===== config.mk =====
export PLATFORM = sky130hd
export DESIGN_NAME = ckpt_alloc_ctrl
export DESIGN_NICKNAME = d
export VERILOG_FILES = /design/src/rtl/ckpt_alloc_ctrl.sv
export SDC_FILE = /design/constraint.sdc
export NUM_CORES = 1
export LEC_CHECK = 0
export ABC_AREA = 1
export ABC_CLOCK_PERIOD_IN_PS = 4300
export BUFFER_PORTS_ARGS = -buffer_cell sky130_fd_sc_hd__buf_2
export CAP_MARGIN = 10
export CORE_MARGIN = 1
export CORE_UTILIZATION = 25
export CTS_CLUSTER_SIZE = 20
export DETAILED_ROUTE_END_ITERATION = 8
export PLACE_DENSITY_LB_ADDON = 0.2
export SLEW_MARGIN = 20
export SYNTH_ARGS = -nofsm -noshare
export SYNTH_HDL_FRONTEND = slang
export SYNTH_SLANG_ARGS = --single-unit

===== constraint.sdc =====
create_clock -name clk -period 4.3 [get_ports clk]
set_clock_uncertainty 0.1 [all_clocks]
set_input_delay 0.86 -clock clk [delete_from_list [all_inputs] [get_ports clk]]
set_output_delay 0.86 -clock clk [all_outputs]
set_load 0.02 [all_outputs]

===== src/rtl/ckpt_alloc_ctrl.sv =====
// Checkpoint allocator for the rename alias table: a circular queue of branch snapshots with up to two
// grants per rename group, in-order retire of resolved checkpoints and a one-cycle RAT restore on mispredict.
module ckpt_alloc_ctrl #(
  parameter int C_NUM = 4,
  localparam int CW = $clog2(C_NUM)
) (
  input  logic          clk,
  input  logic          rst,
  input  logic          br_req_1,
  input  logic          br_req_2,
  output logic          grant,
  output logic          take_checkpoint,
  output logic          dual_branch,
  output logic [CW-1:0] alloc_id_1,
  output logic [CW-1:0] alloc_id_2,
  input  logic          res_valid,
  output logic          res_ready,
  input  logic [CW-1:0] res_id,
  input  logic          res_mispredict,
  output logic          restore_rat,
  output logic [CW-1:0] restore_id,
  output logic [CW:0]   free_count
);
  typedef enum logic {RUN = 1'b0, RECOVER = 1'b1} state_e;
  localparam logic [CW:0] CNT_MAX = (CW+1)'(C_NUM);

  state_e           state_q, state_d;
  logic [CW-1:0]    head_q, head_d, tail_q, tail_d;
  logic [CW:0]      count_q, count_d;
  logic [C_NUM-1:0] valid_q, valid_d, resolved_q, resolved_d;
  logic             restore_rat_q, restore_rat_d;
  logic [CW-1:0]    restore_id_q, restore_id_d;
  logic [CW:0]      free_count_q, free_count_d;

  logic          run, hit, mp_fire, ok_fire, retire;
  logic [CW:0]   need;
  logic [CW-1:0] tail_p1, res_dist, slot_dist;

  always_ff @(posedge clk or posedge rst) begin
    if (rst) begin
      state_q       <= RUN;
      head_q        <= '0;
      tail_q        <= '0;
      count_q       <= '0;
      valid_q       <= '0;
      resolved_q    <= '0;
      restore_rat_q <= 1'b0;
      restore_id_q  <= '0;
      free_count_q  <= CNT_MAX;
    end else begin
      state_q       <= state_d;
      head_q        <= head_d;
      tail_q        <= tail_d;
      count_q       <= count_d;
      valid_q       <= valid_d;
      resolved_q    <= resolved_d;
      restore_rat_q <= restore_rat_d;
      restore_id_q  <= restore_id_d;
      free_count_q  <= free_count_d;
    end
  end

  always_comb begin
    state_d = state_q;
    case (state_q)
      RUN:     if (mp_fire) state_d = RECOVER;
      RECOVER: state_d = RUN;
      default: state_d = RUN;
    endcase
  end

  // Resolutions naming an empty slot are ignored entirely, including for the mispredict path.
  always_comb begin
    run             = (state_q == RUN);
    res_ready       = run;
    hit             = res_valid & run & valid_q[res_id];
    mp_fire         = hit & res_mispredict;
    ok_fire         = hit & ~res_mispredict;
    need            = (CW+1)'(br_req_1) + (CW+1)'(br_req_2);
    grant           = run & ~mp_fire & (need <= (CNT_MAX - count_q));
    take_checkpoint = grant & (br_req_1 | br_req_2);
    dual_branch     = grant & br_req_1 & br_req_2;
  end

  assign alloc_id_1  = tail_q;
  assign tail_p1     = tail_q + CW'(1);
  assign alloc_id_2  = tail_p1;
  assign restore_rat = restore_rat_q;
  assign restore_id  = restore_id_q;
  assign free_count  = free_count_q;

  always_comb begin
    head_d     = head_q;
    tail_d     = tail_q;
    count_d    = count_q;
    valid_d    = valid_q;
    resolved_d = resolved_q;
    retire     = 1'b0;
    slot_dist  = '0;
    res_dist   = res_id - head_q;
    if (mp_fire) begin
      // Age is measured from head so a full queue (head==tail) squashes correctly.
      for (int i = 0; i < C_NUM; i++) begin
        slot_dist = CW'(i) - head_q;
        if (slot_dist >= res_dist) begin
          valid_d[i]    = 1'b0;
          resolved_d[i] = 1'b0;
        end
      end
      tail_d  = res_id;
      count_d = {1'b0, res_dist};
    end else begin
      if (ok_fire) resolved_d[res_id] = 1'b1;
      retire = run & valid_q[head_q] & (resolved_q[head_q] | (ok_fire & (res_id == head_q)));
      if (retire) begin
        valid_d[head_q] = 1'b0;
        head_d          = head_q + CW'(1);
      end
      if (take_checkpoint) begin
        valid_d[tail_q]    = 1'b1;
        resolved_d[tail_q] = 1'b0;
        if (dual_branch) begin
          valid_d[tail_p1]    = 1'b1;
          resolved_d[tail_p1] = 1'b0;
        end
        tail_d = tail_q + need[CW-1:0];
      end
      count_d = count_q + (take_checkpoint ? need : '0) - (CW+1)'(retire);
    end
    free_count_d  = CNT_MAX - count_d;
    restore_rat_d = mp_fire;
    restore_id_d  = mp_fire ? res_id : restore_id_q;
  end

  a_count_bound: assert property (@(posedge clk) disable iff (rst) count_q <= CNT_MAX);
  a_restore_1cy: assert property (@(posedge clk) disable iff (rst) restore_rat_q |=> !restore_rat_q);
  a_no_grant_rc: assert property (@(posedge clk) disable iff (rst) (state_q == RECOVER) |-> !grant);

endmodule


Yosys cells after proc, flatten, opt, wreduce, memory -nomap -nowiden. Index checks and enable logic that the tools add are counted.

Bits in registers: 22. Output and inout bits: 14. Input bits: 8.

Add/subtract/negate cells: 13. Equality and inequality tests: 5. Reductions and logical operators: 6. Bitwise gates (word level): 26. $lt $le $gt $ge: 13. Muxes and demuxes: 34.

Operators by type and width (number): 4-bit 2-to-1 mux (10); 1-bit AND (12); 4-bit AND (3); 2-bit by 3-bit less-than comparator with 1-bit output (second input constant) (4); 1-bit 2-to-1 mux (12); 4-bit inverter (3); 4-bit OR (3); 1-bit demux with 2-bit select (4); 2-bit by 1-bit greater-or-equal comparator with 1-bit output (second input constant) (4); 2-bit greater-or-equal comparator (4); 2-bit by 1-bit inequality test with 1-bit output (second input constant) (4); 1-bit binary-select mux with 2-bit select (3); 2-bit 2-to-1 mux (3); 3-bit subtractor (first input constant) (2); 2-bit by 1-bit adder with 2-bit output (second input constant) (2); 1-bit logical AND (4); 1-bit by 2-bit subtractor with 2-bit output (first input constant) (2); 2-bit subtractor (first input constant) (2); 3-bit by 2-bit adder with 3-bit output (1); 2-bit by 3-bit <= comparator with 1-bit output (1); 3-bit 2-to-1 mux (1); 1-bit inverter (3); 3-bit by 1-bit subtractor with 3-bit output (1); 1-bit by 1-bit adder with 2-bit output (1); 7 further kinds (8).

Depth between registers and ports, before layout.
Word-level depth: 14. Depth in mapped cells: 21. Depth with buffers taken out: 20.

Worst setup path after synthesis. Ideal clock, no wire load.

Path kind: input port to flip-flop. Start: input br_req_1. End: register free_count_q[2], in the netlist free_count[2]. Required time: 4125 ps. Slack: 507 ps. Cell stages on the path: 19. Data arrival time: 3618 ps. Path through: ha_1 ha_1 nand2_1 nand3_1 nand2_1 a21oi_4 nand2_2 nor2_4 buf_6 nand2_1 ha_1 inv_1 ha_1 inv_1 fa_1 o21ai_2 inv_2 ha_1 xnor2_1.

Cells in the longest elaborated chain, start to end: 9. Elaborated cells on any way between the ends: 10. Those cells by class: 4 x add/sub; 1 x order compare; 2 x mux; 3 x bitwise.

RTL lines: from (decl) (line 9) `input logic br_req_1,`; 1-bit by 1-bit adder with 2-bit output (line 79) `need = (CW+1)'(br_req_1) + (CW+1)'(br_req_2);`; 2-bit by 3-bit <= comparator with 1-bit output (line 80) `grant = run & ~mp_fire & (need <= (CNT_MAX - count_q));`; 1-bit AND (line 80); 1-bit AND * (line 81) `take_checkpoint = grant & (br_req_1 | br_req_2);`; via take_checkpoint (line 12) `output logic take_checkpoint,`; 2-bit 2-to-1 mux * (line 128) `count_d = count_q + (take_checkpoint ? need : '0) - (CW+1)'(retire);`; 3-bit by 2-bit adder with 3-bit output * (line 128); 3-bit by 1-bit subtractor with 3-bit output * (line 128); 3-bit 2-to-1 mux * (line 101) `if (mp_fire) begin`; via count_d[1] (line 29) `logic [CW:0] count_q, count_d;`; 3-bit subtractor * (line 130) `free_count_d = CNT_MAX - count_d;`; via free_count_d[2] (line 33) `logic [CW:0] free_count_q, free_count_d;`; to (signal assigned) (line 59) `free_count_q <= free_count_d;`; to (decl) (line 33).

Mark *: on every way through the listed nets, which the timed path passes. The rest lies on a longest branch. A chain may end at the register's enable or synchronous reset.

Final worst setup path.
Start: input br_req_1. End: register free_count_q[2], in the netlist free_count[2].

Cells in the longest elaborated chain, start to end: 9. Elaborated cells on any way between the ends: 10. Those cells by class: 4 x add/sub; 1 x order compare; 2 x mux; 3 x bitwise.

RTL lines (line): 1-bit by 1-bit adder with 2-bit output (79); 2-bit by 3-bit <= comparator with 1-bit output (80); 1-bit AND (80); 1-bit AND (81); 2-bit 2-to-1 mux * (128); 3-bit by 2-bit adder with 3-bit output * (128); 3-bit by 1-bit subtractor with 3-bit output * (128); 3-bit 2-to-1 mux * (101); via count_d[1] (29); 3-bit subtractor * (130); via free_count_d[2] (33).

Marks and branches as above.

==> impl_metrics.env <==
export IMPL_synth_area_leaders="dfrtp_1 29%, ha_1 16%, nand2_1 14%"
export IMPL_die_y_um=84.66
export IMPL_cp_cell_sequence="buf_2 > ha_1 > ha_1 > nand2_1 > nand3_1 > nand2_1 > a21oi_4 > nand2_2 > nor2_4 > nand2_1 > ha_1 > inv_1 > ha_1 > inv_1 > fa_1 > o21ai_2 > inv_2 > ha_1 > xnor2_1"
export IMPL_io_pins=22
export IMPL_netlist_area_mm2=0.001708
export IMPL_yosys_area_top_type="dfrtp_1"
export IMPL_synthFlopType="dfrtp_1"
export IMPL_final_antenna_net_count=0
export IMPL_clkPwrFrac_pct=9.1
export IMPL_synthSimpleGateAreaFrac_pct=21.98
export IMPL_synth_seq_cells=21
export IMPL_cpMaxStageDelayCell="fa_1"
export IMPL_synth_mux_area_share_pct=0
export IMPL_postLayoutCellArea_mm2=0.001907
export IMPL_portBuffers=21
export IMPL_synthAdderAreaFrac_pct=19.63
export IMPL_drt_iter0_drc=73
export IMPL_grt_util_all_layers_pct=12.29
export IMPL_fmax_mhz=275.7
export IMPL_tritoncts="built"
export IMPL_wire_per_inst_um=12.57
export IMPL_htreeDepth=1
export IMPL_synth_compound_area_share_pct=11.65
export IMPL_finalHoldViolations=0
export IMPL_dpl_cell_area_mm2=0.001861
export IMPL_avgSynthCellArea_um2=7.834
export IMPL_synth_top_area_share_pct=29.30
export IMPL_finalWirelength_mm=3.972
export IMPL_sw_frac_of_total_pct=50.59
export IMPL_synth_async_reset_ratio_pct=100.0
export IMPL_drc_errors=0
export IMPL_cts_buffers=3
export IMPL_hpwl_mm=3.172
export IMPL_postCtsSetupBuffers=0
export IMPL_yosysUniqueCellTypes=27
export IMPL_synth_edf_count=0
export IMPL_n_antenna_cell=0
export IMPL_root_buffer="clkbuf_8"
export IMPL_worstPathArrival_ns=3.72
export IMPL_drv_cap=0
export IMPL_crit_path_frequent_cell="ha_1"
export IMPL_post_route_period_util_pct=84.35
export IMPL_cp_max_fo=5
export IMPL_synthXorXnorAreaFrac_pct=3.590
export IMPL_grt_overflow_total=0
export IMPL_synth_common_cells="64 x nand2_1, 35 x inv_1, 22 x ha_1"
export IMPL_nNetsFinal=273
export IMPL_yosysMostFrequentCell="nand2_1"
export IMPL_area_delta_synth_final_pct=11.65
export IMPL_cellPowerDensity_mw_per_mm2=791.4
export IMPL_ir_drop_uv=305.5
export IMPL_cts_sinks=21
export IMPL_yosysSeqAreaShare_pct=30.84
export IMPL_synth_top_family_by_area="simple AND/OR/NAND/NOR gates"
export IMPL_fillCellCount=716
export IMPL_rsz0062_at_grt="no"
export IMPL_tightest_slew_ns=0.8313
export IMPL_fin_cells=316
export IMPL_start_util_pct=26.44
export IMPL_fin_crit_ns=3.627
export IMPL_ctsResizeCount=0
export IMPL_multi_input_area_um2=970.9
export IMPL_power_switching_mw=0.7634
export IMPL_endpoint_kind="flip-flop"
export IMPL_vias=1377
export IMPL_dieWidth_um=84.66
export IMPL_insertion_delay_ns=0.26
export IMPL_syn_num_nets=251
export IMPL_final_max_slew_viol_count=0
export IMPL_clkTransAtPathRegs_ns=0.09
export IMPL_status="finished, final reports clean"
export IMPL_grt_max_degree=22
export IMPL_drt_pass1_iterations=4
export IMPL_core_region_area_mm2=0.006459
export IMPL_drive_gt1_share_pct=15.90
export IMPL_combPwrFrac_pct=65.3
export IMPL_grt_pass1_vias=1394
export IMPL_register_area_um2=526.8
export IMPL_holdBufCountCts=0
export IMPL_final_setup_viol_count=0
export IMPL_rows=29
export IMPL_antenna_found_initial=0
export IMPL_power_mw=1.509
export IMPL_vias_per_cell=4.358
export IMPL_dieArea_mm2=0.007166
export IMPL_ys_warn_count=0
export IMPL_clockBufferDepth=2
export IMPL_relSlewSlack_pct=44.52
export IMPL_cp_required_ns=4.40
export IMPL_p_int_mw=0.7456
export IMPL_worstSetupStartpointType="input pin"
export IMPL_seqPwrFrac_pct=25.6
export IMPL_path_class="in2reg"
export IMPL_hp_class="reg2reg"
export IMPL_synth_cells=218
export IMPL_dpl_cell_count=312
export IMPL_grt_pass1_wl_mm=6.851
export IMPL_leakagePower_nw=1.032
export IMPL_final_setup_tns_ns=0
export IMPL_slowest_delay_ns=0.42
export IMPL_gp_congestion=0.7805
stage by stage:
stage,setup WS [ns],hold WS (ns),util (%)
floorplan,0.5067,0.4359,-
detailed placement,0.3930,0.3755,28.81
CTS,0.6769,0.4042,29.52
global route,0.4922,0.4431,29.52
global placement,0.4652,0.3694,28.81
finish,0.6728,0.3979,29.52
kinds of logic (layout without fill, tap and decap cells):
logic type      count (synthesis)  count (layout)
compound gates                 33              33
xor+xnor                        7               7
fa+ha+maj                      25              25
buf+inv                        45              66
flops                          21              21
simple gates                   87              87
cells in the final DEF (no fill, tap or decap):
master     n
nand2_1   64
inv_1     35
ha_1      22
buf_2     21
dfrtp_1   20
o21ai_0   13
a21oi_1   12
nand4_1    9
xnor2_1    6
nor2_1     5
nand3_1    4
inv_2      3
fa_1       3
clkbuf_8   3
nand2_2    2
o21ai_1    2
a21o_1     2
buf_4      2
a21oi_4    1
nand3_2    1
nor2_4     1
o21ai_4    1
o211ai_1   1
clkinv_1   1
or2_1      1
o21ai_2    1
xor2_1     1
clkinv_2   1
dfstp_2    1
worst max-delay path: cells and delay by family:
family          cells  cell delay, ns
compound gates      2            0.36
fa+ha+maj           6            1.61
buf+inv             4            0.25
simple gates        6            0.49
xor+xnor            1            0.15
state kept, by name, indices dropped and copies added, names as in the netlist:
name	flops
resolved_q	4
valid_q	4
free_count	3
alloc_id_1	2
count_q	2
head_q	2
restore_id	2
restore_rat	1
state_q	1
worst paths after layout:
kind                                            from                        end  cells after the start  slack, ns
min in group asynchronous                        rst  alloc_id_1[1]$_DFFE_PP0P_                      2       0.64
max in group asynchronous                        rst      head_q[1]$_DFFE_PP0P_                      2       2.94
min reg2reg                restore_id[1]$_DFFE_PP0N_  restore_id[1]$_DFFE_PP0N_                      2       0.40
min                        restore_id[1]$_DFFE_PP0N_  restore_id[1]$_DFFE_PP0N_                      2       0.40
max                                         br_req_1    free_count[2]$_DFF_PP1_                     19       0.67
max reg2reg                  free_count[0]$_DFF_PP0_    free_count[2]$_DFF_PP1_                     20       0.83
layer usage:
layer / global-route usage (%) / share of wire [%]
met1: 16.39 / 52
met5: 0 / 0
met2: 19.73 / 43
met3: 2.655 / 3.5
met4: 4.160 / 1.8
power by group through the flow:
stage	combinational (mW)	sequential (mW)	clock, mW
finish	0.985	0.386	0.138
global route	1.13	0.407	0.153
CTS	1.01	0.387	0.142
detailed placement	1.01	0.391	0
global placement	0.988	0.393	0
floorplan	0.770	0.396	0
cell type report:
class	instances	area share, %
Multi-Input combinational cell	152	50.92
Clock buffer	3	2.165
Clock inverter	1	0.2625
Tap cell	77	5.052
Timing Repair Buffer	23	6.299
Sequential cell	21	27.62
Inverter	39	7.677
Power figures use the tool's default switching activity.
